===== config.mk =====
export PLATFORM = sky130hd
export DESIGN_NAME = boruss_imem_responder_flat
export DESIGN_NICKNAME = d
export VERILOG_FILES = /design/src/rtl/boruss_pkg.sv /design/src/rtl/boruss_imem_responder_if.sv /design/src/rtl/boruss_imem_array.sv /design/src/rtl/boruss_imem_responder.sv /design/src/flat_wrapper.sv
export SDC_FILE = /design/constraint.sdc
export NUM_CORES = 2
export LEC_CHECK = 0
export ABC_AREA = 1
export CAP_MARGIN = 10
export CELL_PAD_IN_SITES_DETAIL_PLACEMENT = 0
export CELL_PAD_IN_SITES_GLOBAL_PLACEMENT = 1
export CORE_MARGIN = 2
export CORE_UTILIZATION = 25
export DETAILED_ROUTE_END_ITERATION = 16
export GPL_ROUTABILITY_DRIVEN = 0
export PLACE_DENSITY_LB_ADDON = 0.1
export SYNTH_ARGS = -nofsm -noshare
export SYNTH_HDL_FRONTEND = slang
export SYNTH_SLANG_ARGS = --single-unit
export TNS_END_PERCENT = 30

===== constraint.sdc =====
create_clock -name clk -period 75.4 [get_ports clk]
set_input_delay 7.54 -clock clk [delete_from_list [all_inputs] [get_ports clk]]
set_output_delay 7.54 -clock clk [all_outputs]
set_load 0.005 [all_outputs]

===== src/rtl/boruss_pkg.sv =====
// Shared BORUSS definitions: bus widths, FSM encodings and the HALT opcode
// used both as the instruction-memory fill value and by the CPU decoder.
package boruss_pkg;

    localparam int ADDR_W    = 8;
    localparam int DATA_W    = 8;
    localparam int MEM_DEPTH = 1 << ADDR_W;
    localparam int CNT_W     = 4;

    localparam logic [DATA_W-1:0] HALT_OPCODE = 8'hFF;

    typedef enum logic [1:0] {
        ST_IDLE = 2'b00,
        ST_WAIT = 2'b01,
        ST_RESP = 2'b10
    } imem_state_e;

endpackage


===== src/rtl/boruss_imem_responder_if.sv =====
// Fetch/load bus between the CPU side and the instruction-memory responder.
interface boruss_imem_responder_if;
    import boruss_pkg::*;

    logic              fetch_req;
    logic [ADDR_W-1:0] fetch_addr;
    logic [DATA_W-1:0] fetch_data;
    logic              fetch_ack;
    logic              load_en;
    logic [ADDR_W-1:0] load_addr;
    logic [DATA_W-1:0] load_data;
    logic              busy;
    logic [1:0]        state;

    modport master (
        output fetch_req, fetch_addr, load_en, load_addr, load_data,
        input  fetch_data, fetch_ack, busy, state
    );

    modport slave (
        input  fetch_req, fetch_addr, load_en, load_addr, load_data,
        output fetch_data, fetch_ack, busy, state
    );
endinterface


===== src/rtl/boruss_imem_array.sv =====
// 256x8 instruction store: one synchronous write port, one combinational read
// port; every location returns to FILL_BYTE while reset is high.
module boruss_imem_array
    import boruss_pkg::*;
#(
    parameter logic [DATA_W-1:0] FILL_BYTE = HALT_OPCODE
) (
    input  logic              clk,
    input  logic              reset,
    input  logic              we_i,
    input  logic [ADDR_W-1:0] waddr_i,
    input  logic [DATA_W-1:0] wdata_i,
    input  logic [ADDR_W-1:0] raddr_i,
    output logic [DATA_W-1:0] rdata_o
);

    logic [DATA_W-1:0] mem_q [MEM_DEPTH];

    // Reset dominates, so a write strobe during reset is dropped.
    always_ff @(posedge clk or posedge reset) begin
        if (reset) begin
            for (int i = 0; i < MEM_DEPTH; i++) begin
                mem_q[i] <= FILL_BYTE;
            end
        end else if (we_i) begin
            mem_q[waddr_i] <= wdata_i;
        end
    end

    assign rdata_o = mem_q[raddr_i];

endmodule


===== src/rtl/boruss_imem_responder.sv =====
// Instruction-memory responder: latches a fetch, inserts WAIT_CYCLES wait
// states, then returns the byte with a one-cycle registered ack.
module boruss_imem_responder
    import boruss_pkg::*;
#(
    parameter int unsigned       WAIT_CYCLES = 1,
    parameter logic [DATA_W-1:0] FILL_BYTE   = HALT_OPCODE
) (
    input  logic                    clk,
    input  logic                    reset,
    boruss_imem_responder_if.slave  bus
);

    localparam int                WAIT_M1   = (WAIT_CYCLES > 0) ? int'(WAIT_CYCLES) - 1 : 0;
    localparam logic [CNT_W-1:0]  WAIT_INIT = WAIT_M1[CNT_W-1:0];

    imem_state_e       state_q;
    logic [CNT_W-1:0]  cnt_q;
    logic [ADDR_W-1:0] addr_q;
    logic [DATA_W-1:0] data_q;
    logic              ack_q;

    logic [ADDR_W-1:0] rd_addr;
    logic [DATA_W-1:0] rd_data;

    // With zero wait states the read happens on the sampling edge itself,
    // before addr_q has captured the request address.
    assign rd_addr = (state_q == ST_IDLE) ? bus.fetch_addr : addr_q;

    boruss_imem_array #(
        .FILL_BYTE (FILL_BYTE)
    ) u_array (
        .clk     (clk),
        .reset   (reset),
        .we_i    (bus.load_en),
        .waddr_i (bus.load_addr),
        .wdata_i (bus.load_data),
        .raddr_i (rd_addr),
        .rdata_o (rd_data)
    );

    always_ff @(posedge clk or posedge reset) begin
        if (reset) begin
            state_q <= ST_IDLE;
            cnt_q   <= '0;
            addr_q  <= '0;
            data_q  <= '0;
            ack_q   <= 1'b0;
        end else begin
            case (state_q)
                ST_IDLE: begin
                    ack_q <= 1'b0;
                    if (bus.fetch_req) begin
                        addr_q <= bus.fetch_addr;
                        if (WAIT_CYCLES == 0) begin
                            state_q <= ST_RESP;
                            data_q  <= rd_data;
                            ack_q   <= 1'b1;
                        end else begin
                            state_q <= ST_WAIT;
                            cnt_q   <= WAIT_INIT;
                        end
                    end
                end
                ST_WAIT: begin
                    if (cnt_q == '0) begin
                        state_q <= ST_RESP;
                        data_q  <= rd_data;
                        ack_q   <= 1'b1;
                    end else begin
                        cnt_q <= cnt_q - 1'b1;
                    end
                end
                ST_RESP: begin
                    state_q <= ST_IDLE;
                    ack_q   <= 1'b0;
                end
                default: begin
                    state_q <= ST_IDLE;
                    ack_q   <= 1'b0;
                end
            endcase
        end
    end

    assign bus.fetch_data = data_q;
    assign bus.fetch_ack  = ack_q;
    assign bus.state      = state_q;
    assign bus.busy       = (state_q != ST_IDLE);

endmodule


===== src/flat_wrapper.sv =====
// flat-port wrapper written by rule: the top's interface ports become plain ports
module boruss_imem_responder_flat import boruss_pkg::*;
#(
    parameter int unsigned       WAIT_CYCLES = 1,
    parameter logic [DATA_W-1:0] FILL_BYTE   = HALT_OPCODE
)
  (clk, reset, bus_fetch_req, bus_fetch_addr, bus_load_en, bus_load_addr, bus_load_data, bus_fetch_data, bus_fetch_ack, bus_busy, bus_state);
  boruss_imem_responder_if bus_i ();
  input  logic clk;
  input  logic reset;
  input wire logic [$bits(bus_i.fetch_req)-1:0] bus_fetch_req;
  input wire logic [$bits(bus_i.fetch_addr)-1:0] bus_fetch_addr;
  input wire logic [$bits(bus_i.load_en)-1:0] bus_load_en;
  input wire logic [$bits(bus_i.load_addr)-1:0] bus_load_addr;
  input wire logic [$bits(bus_i.load_data)-1:0] bus_load_data;
  output wire logic [$bits(bus_i.fetch_data)-1:0] bus_fetch_data;
  output wire logic [$bits(bus_i.fetch_ack)-1:0] bus_fetch_ack;
  output wire logic [$bits(bus_i.busy)-1:0] bus_busy;
  output wire logic [$bits(bus_i.state)-1:0] bus_state;
  assign bus_i.fetch_req = bus_fetch_req;
  assign bus_i.fetch_addr = bus_fetch_addr;
  assign bus_i.load_en = bus_load_en;
  assign bus_i.load_addr = bus_load_addr;
  assign bus_i.load_data = bus_load_data;
  assign bus_fetch_data = bus_i.fetch_data;
  assign bus_fetch_ack = bus_i.fetch_ack;
  assign bus_busy = bus_i.busy;
  assign bus_state = bus_i.state;
  boruss_imem_responder #(.WAIT_CYCLES(WAIT_CYCLES), .FILL_BYTE(FILL_BYTE)) u_core (.clk(clk), .reset(reset), .bus(bus_i));
endmodule

# ---- Yosys cells after proc, flatten, opt, wreduce, memory -nomap -nowiden
# Cells that the tools add are included.
dict set report word_totals {
  regBits 2071
  latch_bits 0
  mem_bits_rw 0
  rom_bits 0
  out_inout_bits 12
  word_cells 295
  n_memories 0
}
dict set report op_classes {
  n_addsub 1
  mul 0
  div 0
  magnitude_cmp 3
  n_eq_ne 4
  n_shift 0
  muxes 15
  bitwise 2
  n_reduce_logical 9
}
# op n
set ops {}
lappend ops {{bitwise mux 2048 bit} 1}
lappend ops {{binary-select mux 8 bit (select 8 bit)} 1}
lappend ops {{demux 8 bit (select 8 bit)} 1}
lappend ops {{2-to-1 mux 8 bit} 4}
lappend ops {{greater-or-equal comparator 9 bit (second input constant)} 2}
lappend ops {{inverter 8 -> 9 bit} 2}
lappend ops {{< comparator 9 x 1 -> 1 bit (second input constant)} 1}
lappend ops {{2-to-1 mux 4 bit} 2}
lappend ops {{case mux 4 bit (2 select lines)} 1}
lappend ops {{AND reduction 2 bit} 3}
lappend ops {{zero test 4 bit} 1}
lappend ops {{2-to-1 mux 2 bit} 2}
lappend ops {{inequality test 2 bit (second input constant)} 2}
lappend ops {{case mux 2 bit (2 select lines)} 1}
lappend ops {{nonzero test 2 bit} 2}
lappend ops {{subtractor 4 x 1 -> 4 bit (second input constant)} 1}
lappend ops {{AND reduction 3 bit} 1}
lappend ops {{== test 2 x 1 -> 1 bit (second input constant)} 1}
lappend ops {{zero test 2 bit} 1}
lappend ops {{2-to-1 mux 1 bit} 2}
lappend ops {{inequality test 2 x 1 -> 1 bit (second input constant)} 1}
lappend ops {{logical AND 1 bit} 1}

# ---- Longest topological paths before layout
dict set report depth {
  depth_word 6
  ltp_mapped 17
}

# ---- Cells and area by module
# A second synthesis with hierarchy kept.
dict set report hier_totals {
  cells_unflattened 11693
  area_unflattened_um2 96197.3
}
# module n_inst cells_per_inst area_per_inst_um2 seq_area_each_um2
set modules_own_cells {}
lappend modules_own_cells {boruss_imem_array 1 11568 95093.7 53811.6}
lappend modules_own_cells {boruss_imem_responder 1 125 1103.6 575.6}

# ---- Worst setup path before layout
# No wires, ideal clock.
dict set report synth_timing {
  path_kind {input to register}
  from {input bus_fetch_addr[1]}
  to {register u_core.data_q[0] (netlist: u_core.bus.fetch_data[0])}
  arrival_time_ps 8957
  t_required_ps 75281
  path_slack_ps 66324
  cell_stages 14
  cell_sequence {inv_1 nand2_1 o21ai_1 clkbuf_1 buf_2 nand3_1 nand3_1 nand3_1 nand3_1 nand3_1 nand3_1 nand3_1 nand3_1 nand2_1}
}
dict set report synth_via {
  elab_chain_len 5
}
# item line_no
set synth_rtl {}
lappend synth_rtl {{start, declared} flat_wrapper.sv:12} ;# input wire logic [$bits(bus_i.fetch_addr)-1:0] bus_fetch_addr;
lappend synth_rtl {{2-to-1 mux 8 bit} boruss_imem_responder.sv:28} ;# assign rd_addr = (state_q == ST_IDLE) ? bus.fetch_addr : addr_q;
lappend synth_rtl {{inverter 8 -> 9 bit (implied by the code)} boruss_imem_array.sv:30} ;# assign rdata_o = mem_q[raddr_i];
lappend synth_rtl {{binary-select mux 8 bit (select 8 bit)} boruss_imem_array.sv:30}
lappend synth_rtl {{2-to-1 mux 8 bit (implied by the code) (2 in a row)} boruss_imem_array.sv:30}
lappend synth_rtl {{end signal, assigned} boruss_imem_responder.sv:57} ;# data_q <= rd_data;
lappend synth_rtl {{end signal, assigned} boruss_imem_responder.sv:68} ;# data_q <= rd_data;
lappend synth_rtl {{end, declared} boruss_imem_responder.sv:20} ;# logic [DATA_W-1:0] data_q;
# Every way passes these cells. The select of a mux whose other input is x is not followed.
# A chain may end at the register's enable or synchronous reset.

# ---- Worst setup path in the final report
dict set report layout_timing {
  from {input bus_fetch_addr[0]}
  to {register u_core.data_q[0] (netlist: u_core.bus.fetch_data[0])}
}
# The elaborated chain is that of the path after synthesis.

==> impl_results.md <==
- CTS Sinks: 2071
- CP max stage cell: nand2_8
- DRC: 0
- Io pins: 40
- Top_reg_cell synth: dfstp_2
- Filler Cells Inserted: 41040
- Number of port buffers: 39
- Worst path top cell family by delay: buffers and inverters
- Critical path capture point type: flip-flop
- Max-slew violation count: 0
- Post-synthesis register bit count: 2071
- Mapped cell area: 96330 µm²
- Leakage: 38.15 nW
- Setup violators final: 0
- Worst setup startpoint: bus_fetch_addr[0]
- Hold slack: 0.4783 ns
- CP required: 76.25 ns
- Post-route minimum period: 13.32 ns
- Layout cell share with drive strength beyond 1: 23.14%
- Hold Crit Start: u_core.cnt_q[3]
- Post-cts resize count: 0
- Power per cell area: 37.98 nW/µm²
- Number of distinct library cells after synthesis: 23
- H-tree Lvls: 5
- Initial Utilization: 25.16%
- DIE HEIGHT: 624.7 µm
- Area Overhead vs Synth: 13.30%
- Worst slew margin: 14.21%
- Die footprint: 390300 µm²
- Run status: finished clean
- WL final: 394800 µm
- Warnings from Yosys: 0
- Pwr Total: 0.004145 W
- Hpwl dp: 220600 µm
- Post-synth EDFFs: 0
- Cell with the most instances on the worst path: nand3_1
- Critical Path AT: 14.16 ns
- TritonCTS Buffers: 277
- Nets@finish: 11210
- Reg-to-reg startpoint: u_core.bus.state[0]
- Crit path cell chain: clkdlybuf4s50_1 > inv_1 > nand2_4 > nand2_8 > buf_12 > buf_4 > buf_4 > buf_4 > nand2_1 > nand3_1 > nand3_1 > nand3_1 > nand3_1 > nand3_1 > nand3_1 > nand3_1 > nand3_1 > nand2_1
- Worst-margin pin slew: 1.285 ns
- Longest Clk Path Bufs: 4
- Max-cap violations: 0
- Initial DRC count: 6950
- DRT Pass-1 Iters: 6
- Clock root buffer: clkbuf_16
- Startpoint Class: input port
- Critical Path Max Stage Delay: 0.83 ns
- Postcts setup bufs: 0
- Die W: 624.7 µm
- Routed Antenna Nets: 0
- Largest net degree at the start of global routing: 159
- Peak VDD IR: 43.93 µV
- Worst Clk Skew: 0.03337 ns
- Type of the worst setup path: input port to flip-flop
- Initial antenna violation count: 26
- Vias in the first global route: 79630
- All-Layer GR Usage: 19.88%
- CP Max Fanout: 154
- Cells after Synth: 11670
- Final core utilization: 28.51%
- Core ar.: 382900 µm²
- Worst-path clk slew: 0.06 ns
- CTS tree: yes
- Final period util: 17.66%
- Worst skew pair latency: 0.91 ns
- Mean Syn Cell Area: 8.253 µm²
- Sum Neg Setup Slack: 0 ns
- RSZ-0062 raised after global routing: no
- Asr flop ratio synth: 100.0%
- HP Class: flip-flop to flip-flop
- Syn_nets: 11700
- Global-route wire length before repair: 581200 µm
- Cts hold-fix bufs: 0
- Global route total overflow: 0
- DR vias/cell: 4.900
- Row count: 227
- Vias: 80450
- Post-synthesis sequential area ratio: 56.46%
- Buffers plus inverters on the worst setup path: 6
- Final Hold Vio Count: 0
- Max frequency: 75.10 MHz
- Post-DR wirelength/cell: 24.05 µm
==> report_power, final <==
group	switching [W]	total [W]	internal, W
clock network	0.000530	0.00129	0.000763
logic	0.00124	0.00160	0.000361
registers	0.0000402	0.00126	0.00122
total	0.00181	0.00415	0.00234
==> cell usage after synthesis, drive strengths merged, types with 17 or more instances <==
cell type | number | share of area, %
nor2 | 154 | 0.61
clkbuf | 612 | 2.4
a21oi | 104 | 0.54
inv | 57 | 0.22
buf | 352 | 2.0
o21ai | 1967 | 10
dfrtp | 23 | 0.60
nand3 | 2113 | 11
nor3 | 17 | 0.088
dfstp | 2048 | 56
nand2 | 4221 | 16
==> per-layer routing <==
layer | GRT usage [%] | share of wire (%) | up-vias
met4 | 4.820 | 2.4 | 6
met5 | 0 | 0.0089 | -
met3 | 2.526 | 4.4 | 459
li1 | - | - | 37700
met2 | 31.49 | 45 | 1833
met1 | 28.60 | 48 | 40450
==> through the flow <==
stage	setup WS [ns]	cell area, µm²	cells
floorplan	12.75	96330	11670
global placement	61.18	100400	15940
detailed placement	61.14	100400	15940
CTS	62.13	109100	16410
global route	61.75	109100	16410
finish	62.08	109100	16420
==> kinds of logic (layout without fill, tap and decap cells) <==
| group | count (synthesis) | count (layout) | synth area share (%) |
|---|---|---|---|
| other | 0 | 5 | 0 |
| and+or+nand+nor | 6507 | 6507 | 28.15 |
| DFF | 2071 | 2071 | 56.46 |
| adders and majority gates | 1 | 1 | 0.01299 |
| buffers and inverters | 1022 | 724 | 4.615 |
| AOI/OAI and AO/OA | 2071 | 2071 | 10.76 |
==> state kept, by name, summed over array words and instances, names as in the netlist <==
register,cells
u_core.bus.fetch_ack,1
u_core.cnt_q,4
u_core.bus.state,2
u_core.bus.fetch_data,8
u_core.addr_q,8
u_core.u_array.mem_q,2048
==> worst paths after layout <==
check | end | slack [ns] | depth (start not counted)
setup / recovery | u_core.bus.fetch_data[0] | 62.08 | 18
setup reg to reg | u_core.bus.fetch_data[0] | 68.14 | 17
min in group asynchronous | u_core.u_array.mem_q[969] | 7.56 | 2
hold / removal | u_core.cnt_q[3] | 0.48 | 1
max in group asynchronous | u_core.u_array.mem_q[1720] | 62.87 | 8
hold reg to reg | u_core.cnt_q[3] | 0.48 | 1
==> cell usage in the layout (no fill, tap or decap), drive strengths merged <==
| cell type | n |
|---|---|
| diode | 5 |
| bufinv | 6 |
| dfstp | 2048 |
| buf | 154 |
| ha | 1 |
| clkdlybuf4s50 | 39 |
| nand3b | 1 |
| o21ai | 1967 |
| nor4 | 1 |
| nand2 | 4221 |
| nor2 | 154 |
| clkinv | 36 |
| nor3 | 17 |
| dfrtp | 23 |
| inv | 67 |
| a21oi | 104 |
| clkinvlp | 2 |
| nand3 | 2113 |
| clkbuf | 420 |
==> final cells by class <==
cell class / count / area (µm²) / area share [%]
Tap cell: 5038 / 6304 / 5.776
Multi-Input combinational cell: 8579 / 37680 / 34.53
Clock buffer: 420 / 8143 / 7.461
Clock inverter: 53 / 521.8 / 0.4781
Sequential cell: 2071 / 54390 / 49.83
Antenna cell: 5 / 12.51 / 0.01146
Timing Repair Buffer: 193 / 1788 / 1.638
Inverter: 58 / 299.0 / 0.2740
Power figures use the tool's default switching activity.
